**config.mk**
```make
export PLATFORM = sky130hd
export DESIGN_NAME = button_event_arbiter
export DESIGN_NICKNAME = d
export VERILOG_FILES = /design/src/rtl/button_event_arbiter.sv
export SDC_FILE = /design/constraint.sdc
export NUM_CORES = 1
export LEC_CHECK = 0
export ABC_AREA = 1
export CORE_MARGIN = 3
export CORE_UTILIZATION = 35
export CTS_CLUSTER_DIAMETER = 150
export DETAILED_ROUTE_END_ITERATION = 10
export DONT_BUFFER_PORTS = 1
export GPL_TIMING_DRIVEN = 0
export HOLD_SLACK_MARGIN = 0.06
export SLEW_MARGIN = 40
export SYNTH_ARGS = -nofsm -noshare
export SYNTH_HDL_FRONTEND = slang
export SYNTH_SLANG_ARGS = --single-unit
```
**constraint.sdc**
```tcl
create_clock -name clk_i -period 1.8 [get_ports clk_i]
set_clock_uncertainty 0.2 [all_clocks]
set_input_delay 0.27 -clock clk_i [delete_from_list [all_inputs] [get_ports clk_i]]
set_output_delay 0.27 -clock clk_i [all_outputs]
set_load 0.05 [all_outputs]
```
**src/rtl/button_event_arbiter.sv**
```systemverilog
// -----------------------------------------------------------------------------
// button_event_arbiter
//
// Collects one-cycle press pulses from N debouncers and holds each one as a
// pending request. Requests are served one at a time to a single consumer over
// a valid/ready handshake, in round-robin order. A press that arrives while the
// same button is still pending sets a sticky overflow bit.
//
// Ports:
//   clk_i        system clock, rising edge
//   rst_ni       asynchronous active-low reset
//   pulse_i      [N-1:0] one-cycle press pulses, one bit per button
//   evt_valid_o  event offered to the consumer
//   evt_id_o     [IDW-1:0] index of the offered button
//   evt_ready_i  consumer accepts the offered event
//   pend_o       [N-1:0] pending-request bits
//   ovf_o        [N-1:0] sticky overflow bits
//   clr_ovf_i    clears all overflow bits on the next edge
// -----------------------------------------------------------------------------
module button_event_arbiter #(
   parameter int N   = 4,
   parameter int IDW = 2
) (
   input  logic           clk_i,
   input  logic           rst_ni,
   input  logic [N-1:0]   pulse_i,
   output logic           evt_valid_o,
   output logic [IDW-1:0] evt_id_o,
   input  logic           evt_ready_i,
   output logic [N-1:0]   pend_o,
   output logic [N-1:0]   ovf_o,
   input  logic           clr_ovf_i
);

   typedef enum logic {
      ST_IDLE  = 1'b0,
      ST_OFFER = 1'b1
   } state_t;

   state_t         r_state;
   logic           r_valid;
   logic [IDW-1:0] r_id;
   logic [IDW-1:0] r_last;
   logic [N-1:0]   r_pend;
   logic [N-1:0]   r_ovf;

   logic           w_found;
   logic [IDW-1:0] w_sel;
   logic [IDW:0]   w_cand;
   logic [N-1:0]   w_clr;
   logic [N-1:0]   w_pend_nxt;
   logic [N-1:0]   w_ovf_nxt;

   // Round-robin search: first pending bit starting at last+1, wrapping at N.
   // One extra bit of headroom keeps last+i below 2N before the wrap.
   always_comb begin
      w_found = 1'b0;
      w_sel   = {IDW{1'b0}};
      w_cand  = {(IDW+1){1'b0}};
      for (int i = 1; i <= N; i++) begin
         w_cand = {1'b0, r_last} + (IDW+1)'(i);
         if (w_cand >= (IDW+1)'(N)) begin
            w_cand = w_cand - (IDW+1)'(N);
         end else begin
            w_cand = w_cand;
         end
         if (!w_found && r_pend[w_cand[IDW-1:0]]) begin
            w_found = 1'b1;
            w_sel   = w_cand[IDW-1:0];
         end else begin
            w_found = w_found;
         end
      end
   end

   // Next pending/overflow state; a fresh pulse always wins over the clear.
   always_comb begin
      w_clr = {N{1'b0}};
      if ((r_state == ST_IDLE) && w_found) begin
         w_clr[w_sel] = 1'b1;
      end else begin
         w_clr = {N{1'b0}};
      end
      w_pend_nxt = (r_pend & ~w_clr) | pulse_i;
      // Overflow only when the bit stays pending; a new overflow beats clr_ovf_i.
      w_ovf_nxt  = (clr_ovf_i ? {N{1'b0}} : r_ovf) | (pulse_i & r_pend & ~w_clr);
   end

   // Request bookkeeping and the IDLE/OFFER handshake state machine.
   always_ff @(posedge clk_i or negedge rst_ni) begin
      if (!rst_ni) begin
         r_state <= ST_IDLE;
         r_valid <= 1'b0;
         r_id    <= {IDW{1'b0}};
         r_last  <= IDW'(N-1);
         r_pend  <= {N{1'b0}};
         r_ovf   <= {N{1'b0}};
      end else begin
         r_pend <= w_pend_nxt;
         r_ovf  <= w_ovf_nxt;
         case (r_state)
            ST_IDLE: begin
               if (w_found) begin
                  r_id    <= w_sel;
                  r_last  <= w_sel;
                  r_valid <= 1'b1;
                  r_state <= ST_OFFER;
               end else begin
                  r_valid <= 1'b0;
                  r_state <= ST_IDLE;
               end
            end
            ST_OFFER: begin
               if (evt_ready_i) begin
                  r_valid <= 1'b0;
                  r_state <= ST_IDLE;
               end else begin
                  r_valid <= 1'b1;
                  r_state <= ST_OFFER;
               end
            end
            default: begin
               r_valid <= 1'b0;
               r_state <= ST_IDLE;
            end
         endcase
      end
   end

   assign evt_valid_o = r_valid;
   assign evt_id_o    = r_id;
   assign pend_o      = r_pend;
   assign ovf_o       = r_ovf;

endmodule

```
; ---- After elaboration in Yosys (flattened, before gate mapping)
; Index checks and enable logic that the tools add are counted.
[totals]
register_bits = 13
inputBits = 8
output_inout_bits = 11
[classes]
magnitude_cmp = 10
reduce_logical = 9
n_mux = 27
add_sub_neg = 8
bitwise_logic = 7
[op_table]
columns = operator, count
row1 = $mux 2, 8
row2 = $lt 2x3->1 const B, 5
row3 = $and 4x4->4, 3
row4 = $ge 3x3->1 const B, 4
row5 = $mux 1, 11
row6 = $bmux 1 s2, 4
row7 = $mux 4, 2
row8 = $or 4x4->4, 2
row9 = $sub 2x1->2 const B, 4
row10 = $add 2x2->3 const B, 2
row11 = $logic_and 1x1->1, 5
row12 = $not 4->4, 1
row13 = $add 2x1->3 const B, 1
row14 = $add 2x3->3 const B, 1
row15 = $logic_not 1->1, 3
row16 = $demux 1 s2, 1
row17 = $ge 2x1->1 const B, 1
row18 = $pmux 1 s2, 1
row19 = $reduce_and 2->1, 1
row20 = $not 1->1, 1

; ---- Logic depth before layout (Yosys ltp)
[depth]
ltp_word = 23
depth_mapped = 15
ltp_nobuf = 13

; ---- Worst setup path before layout
; No wires, ideal clock.
[synth_path]
path_type = flip-flop to flip-flop
start = register r_last[0]
end = register r_pend[2] (netlist: pend_o[2])
path_slack_ns = -0.163
path_stages_with_launch = 16
arrival_ns = 1.643
n_path_buf = 2
path_cell_list = dfstp_2 > buf_6 > inv_4 > buf_6 > nand2_2 > nand2_2 > nand2_2 > nand2_2 > nor2_4 > nand2_2 > nor2_2 > nor2_2 > nor2_4 > nand2_1 > nand2_1 > nand2_1
[synth_between]
elab_chain_len = 23
elab_cells_between_ends = 48
[synth_lines]
columns = item, line_no
row1 = from (decl), 43  ; logic [IDW-1:0] r_last;
row2 = from (signal assigned), 95  ; r_last <= IDW'(N-1);
row3 = from (signal assigned), 105  ; r_last <= w_sel;
row4 = $add 2x1->3, 61  ; w_cand = {1'b0, r_last} + (IDW+1)'(i);
row5 = $ge 3x3->1 or $sub 2x1->2 (tied branches), "62, 63"
row6 = $mux 2, 62  ; if (w_cand >= (IDW+1)'(N)) begin
row7 = $bmux 1 s2, 67  ; if (!w_found && r_pend[w_cand[IDW-1:0]]) begin
row8 = $mux 1 (implied by the code), 67
row9 = $mux 1, 67
row10 = $logic_not 1->1, 67
row11 = $logic_and 1x1->1, 67
row12 = [8 not listed], -
row13 = $logic_and 1x1->1 (implied by the code), 80  ; w_clr[w_sel] = 1'b1;
row14 = $mux 1 (implied by the code), 80
row15 = $demux 1 s2, 80
row16 = $mux 4 (*), 79  ; if ((r_state == ST_IDLE) && w_found) begin
row17 = $not 4->4 (*), 84  ; w_pend_nxt = (r_pend & ~w_clr) | pulse_i;
row18 = $and 4x4->4 (*), 84
row19 = $or 4x4->4 (*), 84
row20 = net w_pend_nxt[2], 51  ; logic [N-1:0] w_pend_nxt;
row21 = to (signal assigned), 96  ; r_pend <= {N{1'b0}};
row22 = to (signal assigned), 99  ; r_pend <= w_pend_nxt;
row23 = to (decl), 44  ; logic [N-1:0] r_pend;
; The timed path passes the listed nets; every way through them passes the cells marked *. The select of a mux whose other input is x is not followed.
; A chain may end at the register's enable or synchronous reset.

; ---- Worst setup path in the final report
[layout_path]
start = register r_last[0]
end = register r_pend[0] (netlist: pend_o[0])
; Same word-level chain as after synthesis.

==> summary.md <==
| Metric | Value |
|---|---|
| Status | `complete, but fails checks` |
| Failing checks | `negative setup slack` |
| Required @ worst endpoint | `1760 ps` |
| Max Fclk | `between 0.4 and 0.5 GHz` |
| Nets | `~160` |
| Final worst setup slack | `-281 ps` |
| Min cycle time layout | `2080 ps` |
| CTS Sinks | `13` |
| Ant. Diodes | `0` |
| Vias after detailed routing | `845` |
| Crit Path Class | `reg2reg` |
| Max-Slew Margin vs Limit | `about three fifths` |
| Max stage delay on crit path | `approximately 600 ps` |
| Initial Util | `38.4%` |
| CTS tree | `built` |
| CTS H-tree lvls | `1` |
| RSZ-0062 raised after global routing | `true` |
| CP startpoint | `r_last[0]$_DFFE_PN1P_` |
| Top cells by area, synth | `dfrtp_1, nand2_1, nand2_2` |
| Number of distinct library cells after synthesis | `20` |
| First-pass GRT wire length | `about 3400 um` |
| Slew @ Worst Pin | `around 590 ps` |
| Drt pass-1 iters | `4` |
| Die Width | `between 50 and 60 um` |
| Port bufs | `0` |
| Remaining antenna violation count | `0` |
| Vias per inst | `between 4 and 5` |
| Filler instances | `about 230` |
| Cells on worst reg2reg path | `13` |
| R2R setup slack | `-280 ps` |
| Initial antenna violation count | `0` |
| Final setup viols | `13` |
| Total GRT Usage | `between 10% and 20%` |
| Area Overhead vs Synth | `36.9%` |
| Syn Nets | `about 130` |
| Post-Synthesis Cells | `~130` |
| Crit path DAT | `2050 ps` |
| CP Depth | `13` |
| CP cell instances | `inv_4 -> buf_8 -> nand2_2 -> nand2_2 -> inv_1 -> nand2_1 -> nand2_4 -> nand3b_1 -> nand2_2 -> nor2_4 -> nand3_2 -> nand2_1 -> nand2_1` |
| Worst-path clk slew | `~90 ps` |
| Worst r2r dst | `pend_o[0]$_DFF_PN0_` |
| Post-synth top area cell | `dfrtp_1` |
| Crit path to | `pend_o[0]$_DFF_PN0_` |
| Synthesized area | `882 um2` |
| Pin count of the biggest net entering global routing | `14` |
| Final period util | `116%` |
| Post-route DRC | `0` |
| CP top delay family | `simple AND/OR/NAND/NOR gates` |
| Final slew viol count | `0` |
| Crit path buf inv count | `3` |
| Grt ovf | `0` |
| Share of the synthesized area in the top cell type | `between 30% and 40%` |
| IO Pins | `19` |
| Max FO, Critical Path | `6` |
| Post-synthesis sequential element count | `13` |
| MaxCap Viol Count | `0` |
| Clk Latency, worst-skew pair | `around 270 ps` |
| Clock Path Buffers | `2` |
| WHS | `around 230 ps` |
| Routability cong. | `a little under 0.8` |
| Root buffer cell | `clkbuf_4` |
| Worst setup SP type | `flop` |
| Slowest cell on crit path | `dfstp_2` |
| # rows | `17` |
| Min-delay worst type | `in2async` |
| Total Die Area | `~3200 um2` |
| CP Capture Type | `flop` |
| Mean Syn Cell Area | `7.00 um2` |
| Yosys warns | `0` |
| Iteration-0 DRC Markers | `17` |
| Die Y-Extent | `56.2 um` |
| Core Box Area | `about 2300 um2` |
| Post-DP HPWL | `1360 um` |
| Vias in the first global route | `811` |
| DRT Wirelength | `approximately 2100 um` |
| R2R Path Start | `r_last[0]$_DFFE_PN1P_` |
| Routed length per instance | `about 12 um` |
| Num CTS Buffers | `3` |
| Share of cells above drive strength 1 | `around two fifths` |
| Final hold vios | `0` |
| Post-synthesis sequential area ratio | `37.2%` |
state kept, by name (all words and copies together), names as in the netlist:
signal       flops
evt_id_o         2
evt_valid_o      1
pend_o           4
r_last           2
ovf_o            4
how the worst min path moves through the flow:
stage / endpoint / slack (ps)
5_1_grt: evt_valid_o$_DFF_PN0_ / 250
6_report: evt_valid_o$_DFF_PN0_ / 230
4_1_cts: evt_valid_o$_DFF_PN0_ / 240
2_1_floorplan: evt_id_o[0]$_DFFE_PN0P_ / -230
3_5_place_dp: evt_valid_o$_DFF_PN0_ / -230
3_3_place_gp: evt_valid_o$_DFF_PN0_ / -230
layer usage:
metal / wire length, um / global-route usage [%] / vias to the layer above
met5: 0 / 0 / -
met4: 48 / 4.07 / 0
met3: 77 / 1.16 / 6
met2: 1170 / 25.2 / 19
met1: 832 / 15.4 / 388
li1: - / - / 432
through the flow:
step	instances	setup slack (ps)	setup TNS, ps	utilization [%]	instance area, um2
finish	176	-281	-3060	52.6	1210
global route	176	-410	-4470	52.6	1210
detailed placement	154	-331	-3430	40.0	920
floorplan	126	-157	-1330	-	885
global placement	154	-297	-2980	40.0	920
CTS	174	-316	-3540	48.6	1120
synth_stat cells:
cell type / instances
nand2_2: 11
inv_2: 2
nand2_1: 55
nand3b_1: 1
dfrtp_1: 11
nand4_2: 1
nor2_1: 1
nor2_2: 3
nand4_1: 3
nand3_1: 7
a31oi_1: 1
buf_6: 2
o21ai_1: 2
inv_4: 1
dfstp_2: 2
nor2_4: 2
inv_1: 16
nand2_4: 2
nand3_2: 2
o21ai_0: 1
timing repair:
item	CTS	global route
setup endpoints to repair	13	13
endpoints found under the hold margin	22	0
pin swaps	9	15
hold buffers	7	0
gates resized for setup	10	22
buffers inserted	9	3
worst reg2reg max path, delay by kind of cell, from the launching register on:
family                 cells  cell delay, ps
and+or+nand+nor           10             920
DFF                        1             600
buffers and inverters      3             250
cell type report:
cell class / instances / area (um2) / area share (%)
multi-input cells: 92 / 551 / 45.6
flip-flops and latches: 13 / 333 / 27.6
clock buffers: 4 / 26.3 / 2.18
well taps: 28 / 35.0 / 2.90
inverters: 19 / 76.3 / 6.32
repair buffers: 19 / 171 / 14.2
plain buffers: 1 / 15.0 / 1.24
kinds of logic (layout without fill, tap and decap cells):
kind of cell / after synthesis / in the layout / share of synthesized area, %
buffers and inverters: 21 / 43 / 10.9
and+or+nand+nor: 88 / 88 / 49.5
AOI/OAI and AO/OA: 4 / 4 / 2.41
DFF: 13 / 13 / 37.2
cell usage in the layout (no fill, tap or decap), types with 2 or more instances in the layout:
cell type / n
nand2_2: 16
o21ai_1: 2
inv_4: 2
nand3_1: 6
nand2_1: 44
nand4_1: 3
dfrtp_1: 7
nand3_2: 3
nand2_4: 8
dlygate4sd3_1: 7
buf_4: 9
inv_1: 16
clkbuf_4: 3
dfstp_2: 2
buf_6: 3
nor2_4: 5
dfrtp_2: 4
Power is not shown: default switching activity piles up to over one toggle a cycle in this logic, so the estimate is an artifact.
